File: src/rtl/alu_seq.sv
// alu_seq: iterative 16x16 unsigned multiply/divide sequencer driving the datapath ALU/shifter.
// Define ALU_SEQ_ABORT_EN to add an abort input that cancels an operation in flight.
module alu_seq #(
  localparam int WIDTH = 16,
  localparam int STEPS = 16
) (
  input  logic             clk,
  input  logic             rst_n,
  input  logic             start,
  input  logic             cmd,
`ifdef ALU_SEQ_ABORT_EN
  input  logic             abort,
`endif
  input  logic [WIDTH-1:0] opa,
  input  logic [WIDTH-1:0] opb,
  output logic             busy,
  output logic             done,
  output logic [WIDTH-1:0] res_hi,
  output logic [WIDTH-1:0] res_lo,
  output logic             dz,
  output logic [3:0]       op_alu,
  output logic [3:0]       op_shf,
  output logic [WIDTH-1:0] t,
  output logic [WIDTH-1:0] aopy,
  output logic             carry,
  output logic             n15,
  output logic             n0,
  input  logic [WIDTH:0]   rshf,
  input  logic             cf,
  input  logic             arez0
);

  typedef enum logic [2:0] {
    S_IDLE,
    S_MUL,
    S_DIV_SH,
    S_DIV_SUB,
    S_DZ,
    S_FIN
  } state_t;

  localparam logic [3:0] ALU_PASS  = 4'b0000;
  localparam logic [3:0] ALU_ADD   = 4'b1000;
  localparam logic [3:0] ALU_SUB   = 4'b0100;
  localparam logic [3:0] SHF_CARRY = 4'b0000;
  localparam logic [3:0] SHF_LEFT  = 4'b1010;
  localparam logic [3:0] SHF_RIGHT = 4'b1101;
  localparam logic [3:0] LAST_STEP = 4'(STEPS - 1);

  state_t           r_state;
  logic [WIDTH-1:0] r_t;
  logic [WIDTH-1:0] r_n;
  logic [WIDTH-1:0] r_m;
  logic [WIDTH-1:0] r_resHi;
  logic [WIDTH-1:0] r_resLo;
  logic [3:0]       r_step;
  logic             r_ovf;
  logic             r_busy;
  logic             r_done;
  logic             r_dz;

  logic [3:0]       w_opAlu;
  logic [3:0]       w_opShf;
  logic             w_abort;
  logic             w_lastStep;
  logic             w_unusedCf;

  // The shifter already folds the carry into rshf, so cf itself is never consulted.
  assign w_unusedCf = cf;

`ifdef ALU_SEQ_ABORT_EN
  assign w_abort = abort;
`else
  assign w_abort = 1'b0;
`endif

  assign w_lastStep = (r_step == LAST_STEP);

  // ALU controls must track the live N[0] each multiply step, so they decode from current state.
  always_comb begin
    w_opAlu = ALU_PASS;
    w_opShf = SHF_CARRY;
    case (r_state)
      S_MUL: begin
        w_opAlu = r_n[0] ? ALU_ADD : ALU_PASS;
        w_opShf = SHF_RIGHT;
      end
      S_DIV_SH: begin
        w_opAlu = ALU_PASS;
        w_opShf = SHF_LEFT;
      end
      S_DIV_SUB: begin
        w_opAlu = ALU_SUB;
        w_opShf = SHF_CARRY;
      end
      default: begin
        w_opAlu = ALU_PASS;
        w_opShf = SHF_CARRY;
      end
    endcase
  end

  always_ff @(posedge clk or negedge rst_n) begin
    if (!rst_n) begin
      r_state <= S_IDLE;
      r_t     <= '0;
      r_n     <= '0;
      r_m     <= '0;
      r_resHi <= '0;
      r_resLo <= '0;
      r_step  <= '0;
      r_ovf   <= 1'b0;
      r_busy  <= 1'b0;
      r_done  <= 1'b0;
      r_dz    <= 1'b0;
    end else begin
      r_done <= 1'b0;
      if (w_abort && (r_state != S_IDLE)) begin
        r_state <= S_IDLE;
        r_busy  <= 1'b0;
      end else begin
        case (r_state)
          S_IDLE: begin
            // The done cycle itself is not an accept slot; the next request lands one cycle later.
            if (start && !r_done && !w_abort) begin
              r_m    <= opb;
              r_t    <= '0;
              r_n    <= opa;
              r_step <= '0;
              r_ovf  <= 1'b0;
              r_dz   <= 1'b0;
              r_busy <= 1'b1;
              if (!cmd) begin
                r_state <= S_MUL;
              end else if (opb == '0) begin
                r_state <= S_DZ;
              end else begin
                r_state <= S_DIV_SH;
              end
            end
          end
          S_MUL: begin
            r_t    <= rshf[WIDTH-1:0];
            r_n    <= {arez0, r_n[WIDTH-1:1]};
            r_step <= r_step + 4'd1;
            if (w_lastStep) begin
              r_state <= S_FIN;
            end
          end
          S_DIV_SH: begin
            r_ovf   <= rshf[WIDTH];
            r_t     <= rshf[WIDTH-1:0];
            r_n     <= {r_n[WIDTH-2:0], 1'b0};
            r_state <= S_DIV_SUB;
          end
          S_DIV_SUB: begin
            // A bit shifted out of T means the 17-bit remainder exceeds M regardless of the borrow.
            if (r_ovf || rshf[WIDTH]) begin
              r_t    <= rshf[WIDTH-1:0];
              r_n[0] <= 1'b1;
            end
            r_step <= r_step + 4'd1;
            r_state <= w_lastStep ? S_FIN : S_DIV_SH;
          end
          S_DZ: begin
            r_resHi <= r_n;
            r_resLo <= '1;
            r_dz    <= 1'b1;
            r_state <= S_FIN;
          end
          S_FIN: begin
            if (!r_dz) begin
              r_resHi <= r_t;
              r_resLo <= r_n;
            end
            r_done  <= 1'b1;
            r_busy  <= 1'b0;
            r_state <= S_IDLE;
          end
          default: begin
            r_state <= S_IDLE;
            r_busy  <= 1'b0;
          end
        endcase
      end
    end
  end

  assign busy   = r_busy;
  assign done   = r_done;
  assign res_hi = r_resHi;
  assign res_lo = r_resLo;
  assign dz     = r_dz;
  assign op_alu = w_opAlu;
  assign op_shf = w_opShf;
  assign t      = r_t;
  assign aopy   = r_m;
  assign carry  = 1'b0;
  assign n15    = r_n[WIDTH-1];
  assign n0     = r_n[0];

endmodule
File: config.mk
export PLATFORM = sky130hd
export DESIGN_NAME = alu_seq
export DESIGN_NICKNAME = d
export VERILOG_FILES = /design/src/rtl/alu_seq.sv
export SDC_FILE = /design/constraint.sdc
export NUM_CORES = 1
export LEC_CHECK = 0
export ABC_AREA = 1
export BUFFER_PORTS_ARGS = -buffer_cell sky130_fd_sc_hd__buf_2
export CAP_MARGIN = 20
export CORE_MARGIN = 3
export CORE_UTILIZATION = 25
export DETAILED_ROUTE_END_ITERATION = 10
export PLACE_DENSITY = 0.54
export SLEW_MARGIN = 20
export SYNTH_ARGS = -nofsm -noshare
export SYNTH_HDL_FRONTEND = slang
export SYNTH_SLANG_ARGS = --single-unit
File: constraint.sdc
create_clock -name clk -period 3.84 [get_ports clk]
set_input_delay 0.576 -clock clk [delete_from_list [all_inputs] [get_ports clk]]
set_output_delay 0.576 -clock clk [all_outputs]
set_load 0.005 [all_outputs]
Word-level counts from Yosys, hierarchy flattened --
Index checks and enable logic that the tools add are counted.
Cells by class: add/subtract/negate cells 1, eq/ne operators 10, multiplexer cells 28, bitwise logic cells 1, reductions and logical operators 25
Operator list (number):
- $mux W16 | 5
- $pmux W16 S2 | 2
- $pmux W16 S3 | 1
- $pmux W15 S3 | 1
- $pmux W4 S2 | 3
- $logic_not A16 Y1 | 1
- $reduce_and A2 Y1 | 8
- $mux W3 | 5
- $pmux W3 S5 | 1
- $mux W4 | 2
- $ne A2 B2 Y1 const B | 4
- $reduce_bool A2 Y1 | 4
- $eq A3 B2 Y1 const B | 2
- $eq A3 B3 Y1 const B | 2
- $pmux W1 S2 | 3
- $reduce_and A3 Y1 | 2
- $reduce_bool A3 Y1 | 2
- $add A4 B1 Y4 const B | 1
- $eq A4 B4 Y1 const B | 1
- $mux W1 | 4
- $pmux W1 S4 | 1
- $reduce_bool A4 Y1 | 1
- $reduce_or A2 Y1 | 2
- $reduce_or A4 Y1 | 1
- 6 further kinds | 6
Word-level totals: register bits 91, input bits 55, output and inout port bits 78, word-level logic and storage cells 77

Longest topological paths before layout --
Gate-level depths: netlist of the first run.
word-level depth 5, mapped depth 10, mapped depth without buffers 9

Worst setup path before layout of the first run --
OpenSTA, ideal clock, no wires.
path type register -> output, from reg r_state[2], to out op_shf[2], data arrival time 1.191 ns, data required time 3.264 ns, slack 2.073 ns, stages on the path, launching flop included 6, buffers on the path 2, cell sequence dfrtp_1 -> inv_4 -> nand2_4 -> nor2_4 -> buf_2 -> buf_4
Between the ends: longest elaborated chain between the ends 2, elaborated cells on any way between the ends 3
Ends and longest elaborated chain:
- start: declaration | RTL line 50 | state_t r_state;
- start signal: assignment | RTL line 163 | r_state <= w_lastStep ? S_FIN : S_DIV_SH;
- $eq A3 B2 Y1 / $eq A3 B1 Y1 (equally long branches) | RTL line 83 | case (r_state)
- $pmux W4 S2 (*) | RTL line 83
- end: declaration | RTL line 22 | output logic [3:0] op_shf,
Mark *: on every way between the ends. The rest lies on a longest branch, timed or not.

Worst setup path after layout of the first run --
from reg r_state[2], to out op_shf[1]
The elaborated chain is that of the path after synthesis.

==> results.md, run 1 <==
- Die Area: 0.0193 mm^2
- CTS tree: built
- Reg-to-Reg Start: r_state[1]$_DFFE_PN0P_
- Initial antenna violation count: 4
- Reg2Reg Setup Slack: 1400 ps
- Period minus WS final: 2450 ps
- Final HPWL DP: about 9800 um
- R2r endpoint: res_lo[10]$_DFFE_PN0P_
- Via count: 3896
- Postcts setup bufs: 0
- Post-synth EDFFs: 0
- Fin crit share: 0.639
- Post-layout net count: 705
- Outcome: finished clean
- Cell Area, Synth: between 0.004 and 0.005 mm^2
- Syn-to-layout area delta: 23.8%
- Vias in the first global route: 3788
- Critical Path Sink Type: primary output
- Iter 0 DRT Violations: 296
- Top cells by area, synth: dfrtp_1 (51%), nand2_1 (17%), nand3_1 (7.5%)
- All-layer global routing usage: 0.145
- Worst vdd ir: 307 uV
- # placed instances: 858
- Yosys Warn Count: 0
- GR Overflow Total: 0
- Yosys cell types: 28
- Setup violators final: 0
- Worst slew pin tran: approximately 730 ps
- Num CTS Buffers: 9
- Setup TNS: 0 ps
- Worst skew pair latency: 350 ps
- Initial cell density of the core: 0.261
- Largest net degree at the start of global routing: 37
- Input/output buffers: approximately 130
- First-pass GRT wire length: 22200 um
- Die X: 139 um
- Slew Viols, Final: 0
- PD cells: 871 mW/mm^2
- Met3 routed WL: 985 um
- FF-to-FF path depth: 6
- Cts hold-fix bufs: 0
- First drt pass iteration count: 4
- Hold Fails Final Rpt: 0
- Seq cells post-synth: just over 90
- Area leader, netlist: dfrtp_1
- Most frequent cells in the layout: nand2_1 (206), buf_2 (127), dfrtp_1 (91)
- Worst min-delay path class: in -> async
- Wl on met1: 6430 um
- Max-slew headroom: 0.513
- Post-synth ARST share: 1.00
- Clock skew: between 9 and 10 ps
- Startpoint types: register
- I/O pin count: 133
- Worst Path Arrival: approximately 1900 ps
- Row count: 47
- Required time of the worst setup path: 3260 ps
- Max layer used: met5
- DRC viols: 0
- Clock buffer depth: 2
- DRT Wirelength: 13900 um
- CP max FO: 18
- Die Y: between 100 and 150 um
- Fmax: roughly 410 MHz
- FF/Latch Area: 0.00228 mm^2
- Commonest non-fill, non-tap cell in the layout: nand2_1
- Maxcap violations: 0
- Placer congestion estimate: 0.760
- Fill count: 1888
- Syn Inst Count: approximately 530
- Count of cells resized by post-cts repair: 0
- Avg Cell Area, Syn: 8.28 um^2
- Layout cell share with drive strength beyond 1: 0.281
- Sink Count: 91
- Vias/cell: 4.45
- Critical path class: reg -> out
- Htree depth: 3
- Area of the multi-input gates: 0.00187 mm^2
- DR WL met2: 6280 um
- Final std cells w/o fill: approximately 880
- Predominant post-synthesis flop cell: dfrtp_1
- Sequential-to-total area share from yosys stat: 0.515
- RSZ-0062 raised after global routing: false
- Root Buffer: clkbuf_16
- Worst-path clk slew: 70 ps
- WL/cell: between 15 and 20 um
- Area share of the largest cell type after synthesis: 0.515
- Leak pwr: 2.87 nW
- Core area: 0.0169 mm^2
- Post-route ant nets: 0
cells by family after synthesis:
family | count (synthesis) | share of synthesized area
AOI/OAI and AO/OA | 65 | 0.0852
adders and majority gates | 1 | 0.00283
buffers and inverters | 45 | 0.0631
DFF | 91 | 0.515
other | 1 | 0.000848
and+or+nand+nor | 331 | 0.333
layout make-up:
cell class / count / share of cell area
Clock buffer: 10 / 0.0436
Multi-Input combinational cell: 400 / 0.342
Inverter: 15 / 0.0117
Sequential cell: 91 / 0.416
Clock inverter: 6 / 0.0130
Timing Repair Buffer: 132 / 0.123
Antenna cell: 1 / 0.000457
Tap cell: 220 / 0.0503
cells in the mapped netlist (2+ instances only):
cell,n
o21ai_1,19
nor2_1,18
buf_2,9
a21oi_1,6
nor2_4,2
clkbuf_1,5
o211ai_1,16
nand3_1,66
inv_2,4
nand2_4,4
or2_2,3
dfrtp_1,91
inv_4,3
nor2_2,3
inv_1,8
nand2_2,14
nand2_1,206
or2_1,12
buf_4,6
o21ai_0,23
buf_6,9
layer usage:
metal | track usage | up-vias
met5 | 0 | -
met4 | 0.0252 | 6
met2 | 0.224 | 126
met3 | 0.0503 | 14
met1 | 0.200 | 1785
li1 | - | 1965
worst max path at each step:
| stage | start | to | cells past startpoint |
|---|---|---|---|
| after CTS | r_state[2]$_DFFE_PN0P_ | op_shf[1] | 4 |
| after global routing | r_state[1]$_DFFE_PN0P_ | res_lo[10]$_DFFE_PN0P_ | 6 |
| final | r_state[2]$_DFFE_PN0P_ | op_shf[1] | 4 |
| after floorplan | r_state[2]$_DFFE_PN0P_ | op_shf[2] | 5 |
| after detailed placement | r_state[1]$_DFFE_PN0P_ | res_hi[5]$_DFFE_PN0P_ | 6 |
| after global placement | r_state[1]$_DFFE_PN0P_ | res_hi[6]$_DFFE_PN0P_ | 6 |
per-stage QoR:
| stage | util | area [um^2] | hold slack, ps | total power, W | setup slack [ps] |
|---|---|---|---|---|---|
| CTS | 0.323 | 5470 | 212 | 0.00485 | 1350 |
| global route | 0.323 | 5480 | 222 | 0.00522 | 1160 |
| global placement | 0.305 | 5160 | 452 | 0.00388 | 1410 |
| detailed placement | 0.305 | 5160 | 457 | 0.00390 | 1420 |
| floorplan | - | 4430 | 280 | 0.00315 | 2070 |
| finish | 0.323 | 5480 | 195 | 0.00477 | 1390 |
critical path: stages, from the launching register on:
cell and delay, ps:
dfrtp_1 490, nor2_2 230, nand2_2 250, inv_2 360
buf_2 190
registers in the layout, indices dropped and copies added (netlist names), 3 cells and up:
signal / flops
r_n: 16
aopy: 16
t: 16
r_state: 3
r_step: 4
res_hi: 16
res_lo: 16
power breakdown:
part           total (W)  internal [W]  leakage (nW)  switching, W
clock           0.000931      0.000528         0.146      0.000403
sequential       0.00184       0.00140          1.14      0.000436
combinational    0.00200      0.000741          1.59       0.00126
total            0.00477       0.00267          2.87       0.00210
(Power assumes the default switching activity.)
==> run 2: changes to the inputs <==
Settings changed: PLACE_DENSITY 0.54 to 0.55.
Clock period 3.84 ns to 2.1 ns, I/O delays scaled along.
==> run 2 against run 1 <==
Net effect: worst hold slack better by 2.0 ps; final cell count is 1.1% higher; via count is 1.2% higher; final area is 2.3% higher; non-clock buffer count is 11 higher; sequential share of layout area is 0.94 points lower; combinational power is 88% higher; sequential power is 84% higher; clock power is 93% higher.
==> results.md, run 2 (same netlist as run 1, synthesis figures left out) <==
- Vias in the first global route: 3885
- Final HPWL DP: 10000 um
- Fill count: 1835
- Worst vdd ir: 525 uV
- Input/output buffers: 128
- Die Area: 0.0193 mm^2
- Clock skew: between 9 and 10 ps
- Setup violators final: 0
- Syn-to-layout area delta: 26.7%
- Htree depth: 3
- Critical path class: reg -> out
- R2r endpoint: r_n[12]$_DFFE_PN0P_
- Vias/cell: 4.46
- Period minus WS final: 1940 ps
- Post-layout net count: 716
- GR Overflow Total: 0
- First drt pass iteration count: 5
- Initial cell density of the core: 0.261
- Critical path's slowest cell: dfrtp_1
- Initial antenna violation count: 2
- Worst skew pair latency: 350 ps
- Worst slew pin tran: 542 ps
- Hold Fails Final Rpt: 0
- FF-to-FF path depth: 8
- Layout cell share with drive strength beyond 1: 0.290
- Sink Count: 91
- Worst-path clk slew: ~60 ps
- DRT Wirelength: 13900 um
- Iter 0 DRT Violations: around 210
- Final std cells w/o fill: 885
- Die Y: 139 um
- Setup crit end: op_alu[3]
- Worst min-delay path class: in -> reg
- Core area: about 0.017 mm^2
- Placer congestion estimate: 0.783
- DRC viols: 0
- WL/cell: 15.7 um
- Reg-to-Reg Start: r_state[2]$_DFFE_PN0P_
- Slew Viols, Final: 0
- Crit. Startpoint: r_state[0]$_DFFE_PN0P_
- Crit-path max cell delay: 490 ps
- Die X: 139 um
- Crit-path leading delay family: simple AND/OR/NAND/NOR gates
- Worst Path Arrival: 1630 ps
- Max-slew headroom: 0.638
- Maxcap violations: 0
- Setup TNS: 0 ps
- Largest net degree at the start of global routing: 35
- Num CTS Buffers: 9
- Clock buffer depth: 2
- Root Buffer: clkbuf_16
- All-layer global routing usage: 0.143
- Fin crit share: 0.924
- Final core utilization: 0.331
- Postcts setup bufs: 0
- Commonest non-fill, non-tap cell in the layout: nand2_1
- CP max FO: 19
- Startpoint types: register
- First-pass GRT wire length: 21900 um
- Required time of the worst setup path: ~1800 ps
- Levels on crit path: 5
- CTS tree: built
- Outcome: finished clean
- Row count: 47
- Leak pwr: 2.95 nW
- Cells along the critical path: inv_2 > nor2_4 > nand2_4 > nor2_1 > buf_2
- Critical Path Sink Type: primary output
- I/O pin count: approximately 130
- # placed instances: a little under 900
- Via count: 3943
- Most frequent cells in the layout: nand2_1 (206), buf_2 (127), dfrtp_1 (91)
- Ant diodes: 0
- Post-route ant nets: 0
- Buf/Inv on CP: 2
- Reg2Reg Setup Slack: between 300 and 400 ps
- Fmax: 515 MHz
- PD cells: 1600 mW/mm^2
- RSZ-0062 raised after global routing: false
==> run 2: area by class of cell <==
class,count,area (um^2),share of cell area
Clock buffer,12,256,0.0458
Clock inverter,4,72.6,0.0130
Inverter,15,63.8,0.0114
Multi-Input combinational cell,400,1870,0.334
Sequential cell,91,2280,0.407
Tap cell,220,275,0.0491
Timing Repair Buffer,143,783,0.140
==> run 2: worst reg2reg max path, delay by kind of cell, from the launching register on <==
kind / cells / cell delay [ps]
simple gates: 6 / 800
buf+inv: 2 / 350
flops: 1 / 490
==> run 2: per-stage QoR <==
step	power (W)	cell area (um^2)	hold slack, ps	setup WS (ps)
floorplan	0.00576	4430	19.4	594
global placement	0.00719	5260	295	360
detailed placement	0.00725	5260	295	335
CTS	0.00908	5600	186	131
global route	0.00974	5600	189	52.0
finish	0.00894	5600	197	160
==> run 2: metal layers <==
metal  track usage  share of wire
met5             0         0.0015
met2         0.219           0.44
met3        0.0514          0.071
met1         0.192           0.47
met4        0.0402          0.019
==> run 2: power by group <==
| group | internal, W | total (W) | switching (W) |
|---|---|---|---|
| Clock | 0.00111 | 0.00180 | 0.000691 |
| Combinational | 0.00145 | 0.00376 | 0.00231 |
| Sequential | 0.00257 | 0.00338 | 0.000811 |
==> run 2: worst min-delay path by stage <==
stage | startpoint | end | slack, ps | depth (start not counted)
floorplan | rst_n | aopy[0]$_DFFE_PN0P_ | 20 | 0
global placement | rst_n | aopy[11]$_DFFE_PN0P_ | 300 | 1
detailed placement | rst_n | aopy[11]$_DFFE_PN0P_ | 290 | 1
CTS | rshf[16] | r_ovf$_DFFE_PN0P_ | 190 | 3
global route | rshf[16] | r_ovf$_DFFE_PN0P_ | 190 | 3
finish | rshf[16] | r_ovf$_DFFE_PN0P_ | 200 | 3
==> run 2: timing repair <==
item	in CTS	in global routing
hold endpoints to repair	29	0
resized for setup	0	0
hold buffers	1	0
==> run 3: changes to the inputs <==
Settings changed: CTS_BUF_LIST from default to sky130_fd_sc_hd__clkbuf_8 sky130_fd_sc_hd__clkbuf_16.
==> run 3 against run 2 <==
Net effect: routed wire length down 0.14%; core utilization unchanged; maximum frequency up 0.21%; critical path type unchanged; critical endpoint unchanged; largest cell class unchanged.
==> results.md, run 3 (same netlist as run 1, synthesis figures left out) <==
- GR Overflow Total: 0
- Final core utilization: 0.331
- Worst skew pair latency: ~350 ps
- Die Y: 139 um
- First-pass GRT wire length: 21900 um
- CTS tree: built
- All-layer global routing usage: 0.143
- Critical Path Sink Type: primary output
- Row count: 47
- Hold Fails Final Rpt: 0
- Postcts setup bufs: 0
- Area post-placement: between 0.005 and 0.006 mm^2
- DRC viols: 0
- Clock buffer depth: 2
- Post-route ant nets: 0
- Worst-path clk slew: around 60 ps
- Fin crit share: 0.922
- Die Area: 0.0193 mm^2
- Setup crit end: op_alu[3]
- Input/output buffers: 128
- Fmax: 516 MHz
- Setup TNS: 0 ps
- Ant diodes: 0
- Count of cells resized by post-cts repair: 0
- R2r endpoint: r_n[7]$_DFFE_PN0P_
- Vias in the first global route: 3885
- Final std cells w/o fill: 885
- CP max FO: 19
- RSZ-0062 raised after global routing: false
- Setup violators final: 0
- FF-to-FF path depth: 8
- Initial antenna violation count: 2
- Final Cell Area: 0.00560 mm^2
- Core area: around 0.017 mm^2
- Crit. Startpoint: r_state[0]$_DFFE_PN0P_
- Syn-to-layout area delta: 26.7%
- Largest net degree at the start of global routing: 35
- Layout cell share with drive strength beyond 1: 0.290
- Num CTS Buffers: 9
- Root Buffer: clkbuf_16
- Worst vdd ir: 525 uV
- Clock skew: roughly 10 ps
- Max-slew headroom: 0.638
- Required time of the worst setup path: 1780 ps
- Worst slew pin tran: 542 ps
- Worst Path Arrival: approximately 1600 ps
- Reg2Reg Setup Slack: around 350 ps
- Initial cell density of the core: 0.261
- PD cells: roughly 1600 mW/mm^2
- Htree depth: 3
- First drt pass iteration count: 5
- I/O pin count: 133
- Final HPWL DP: 10000 um
- Slew Viols, Final: 0
- Critical path class: reg -> out
- # placed instances: around 870
- Period minus WS final: between 1500 and 2000 ps
- Most frequent cells in the layout: nand2_1 (206), buf_2 (127), dfrtp_1 (91)
- Cts hold-fix bufs: 1
- Reg-to-Reg Start: r_state[2]$_DFFE_PN0P_
- Post-layout net count: 716
- Die X: about 140 um
- Commonest non-fill, non-tap cell in the layout: nand2_1
- Maxcap violations: 0
- Sink Count: ~90
- Worst min-delay path class: in -> reg
- Placer congestion estimate: 0.783
- Startpoint types: register
- Vias/cell: about 4.5
- Via count: 3946
- Leak pwr: ~3.0 nW
- DRT Wirelength: roughly 14000 um
- WL/cell: 15.6 um
- Iter 0 DRT Violations: 221
- Outcome: finished clean
## run 3: cell types whose count changed in the layout (fill, tap and decap cells not counted), sizes merged
| cell | previous run | this run |
|---|---|---|
| inv | 15 | 16 |
| clkbuf | 12 | 11 |
## run 3: metrics by stage
| step | power (W) | setup WS [ps] | hold WS (ps) |
|---|---|---|---|
| after floorplan | 0.00576 | 594 | 19.4 |
| after global placement | 0.00719 | 360 | 295 |
| after detailed placement | 0.00725 | 335 | 295 |
| after CTS | 0.00908 | 131 | 186 |
| after global routing | 0.00974 | 52.0 | 189 |
| final | 0.00893 | 164 | 197 |
## run 3: area by class of cell
class | count | area, um^2
multi-input cells | 400 | 1870
flip-flops and latches | 91 | 2280
well taps | 220 | 275
fillers | 1835 | 11300
clock inverters | 5 | 76.3
clock buffers | 11 | 253
inverters | 15 | 63.8
repair buffers | 143 | 783
## run 3: metal layers
metal / share of wire / wire length [um] / track usage / vias up
met5: 0.0015 / 21 / 0 / -
met3: 0.072 / 997 / 0.0514 / 21
met4: 0.019 / 268 / 0.0402 / 4
li1: - / - / - / 1981
met2: 0.44 / 6140 / 0.219 / 130
met1: 0.46 / 6420 / 0.192 / 1810
## run 3: critical path, cell delays in order, from the launching register on
cell and delay, ps:
dfrtp_1 490, inv_2 90, nor2_4 170, nand2_4 170
nor2_1 200, buf_2 150
## run 3: worst min-delay path by stage
stage               cells after the start                   end  startpoint
CTS                                     3     r_ovf$_DFFE_PN0P_    rshf[16]
finish                                  3     r_ovf$_DFFE_PN0P_    rshf[16]
floorplan                               0   aopy[0]$_DFFE_PN0P_       rst_n
global route                            3     r_ovf$_DFFE_PN0P_    rshf[16]
global placement                        1  aopy[11]$_DFFE_PN0P_       rst_n
detailed placement                      1  aopy[11]$_DFFE_PN0P_       rst_n
## run 3: where the power goes
part	internal (W)	switching (W)
combinational	0.00145	0.00231
sequential	0.00257	0.000808
clock	0.00110	0.000692
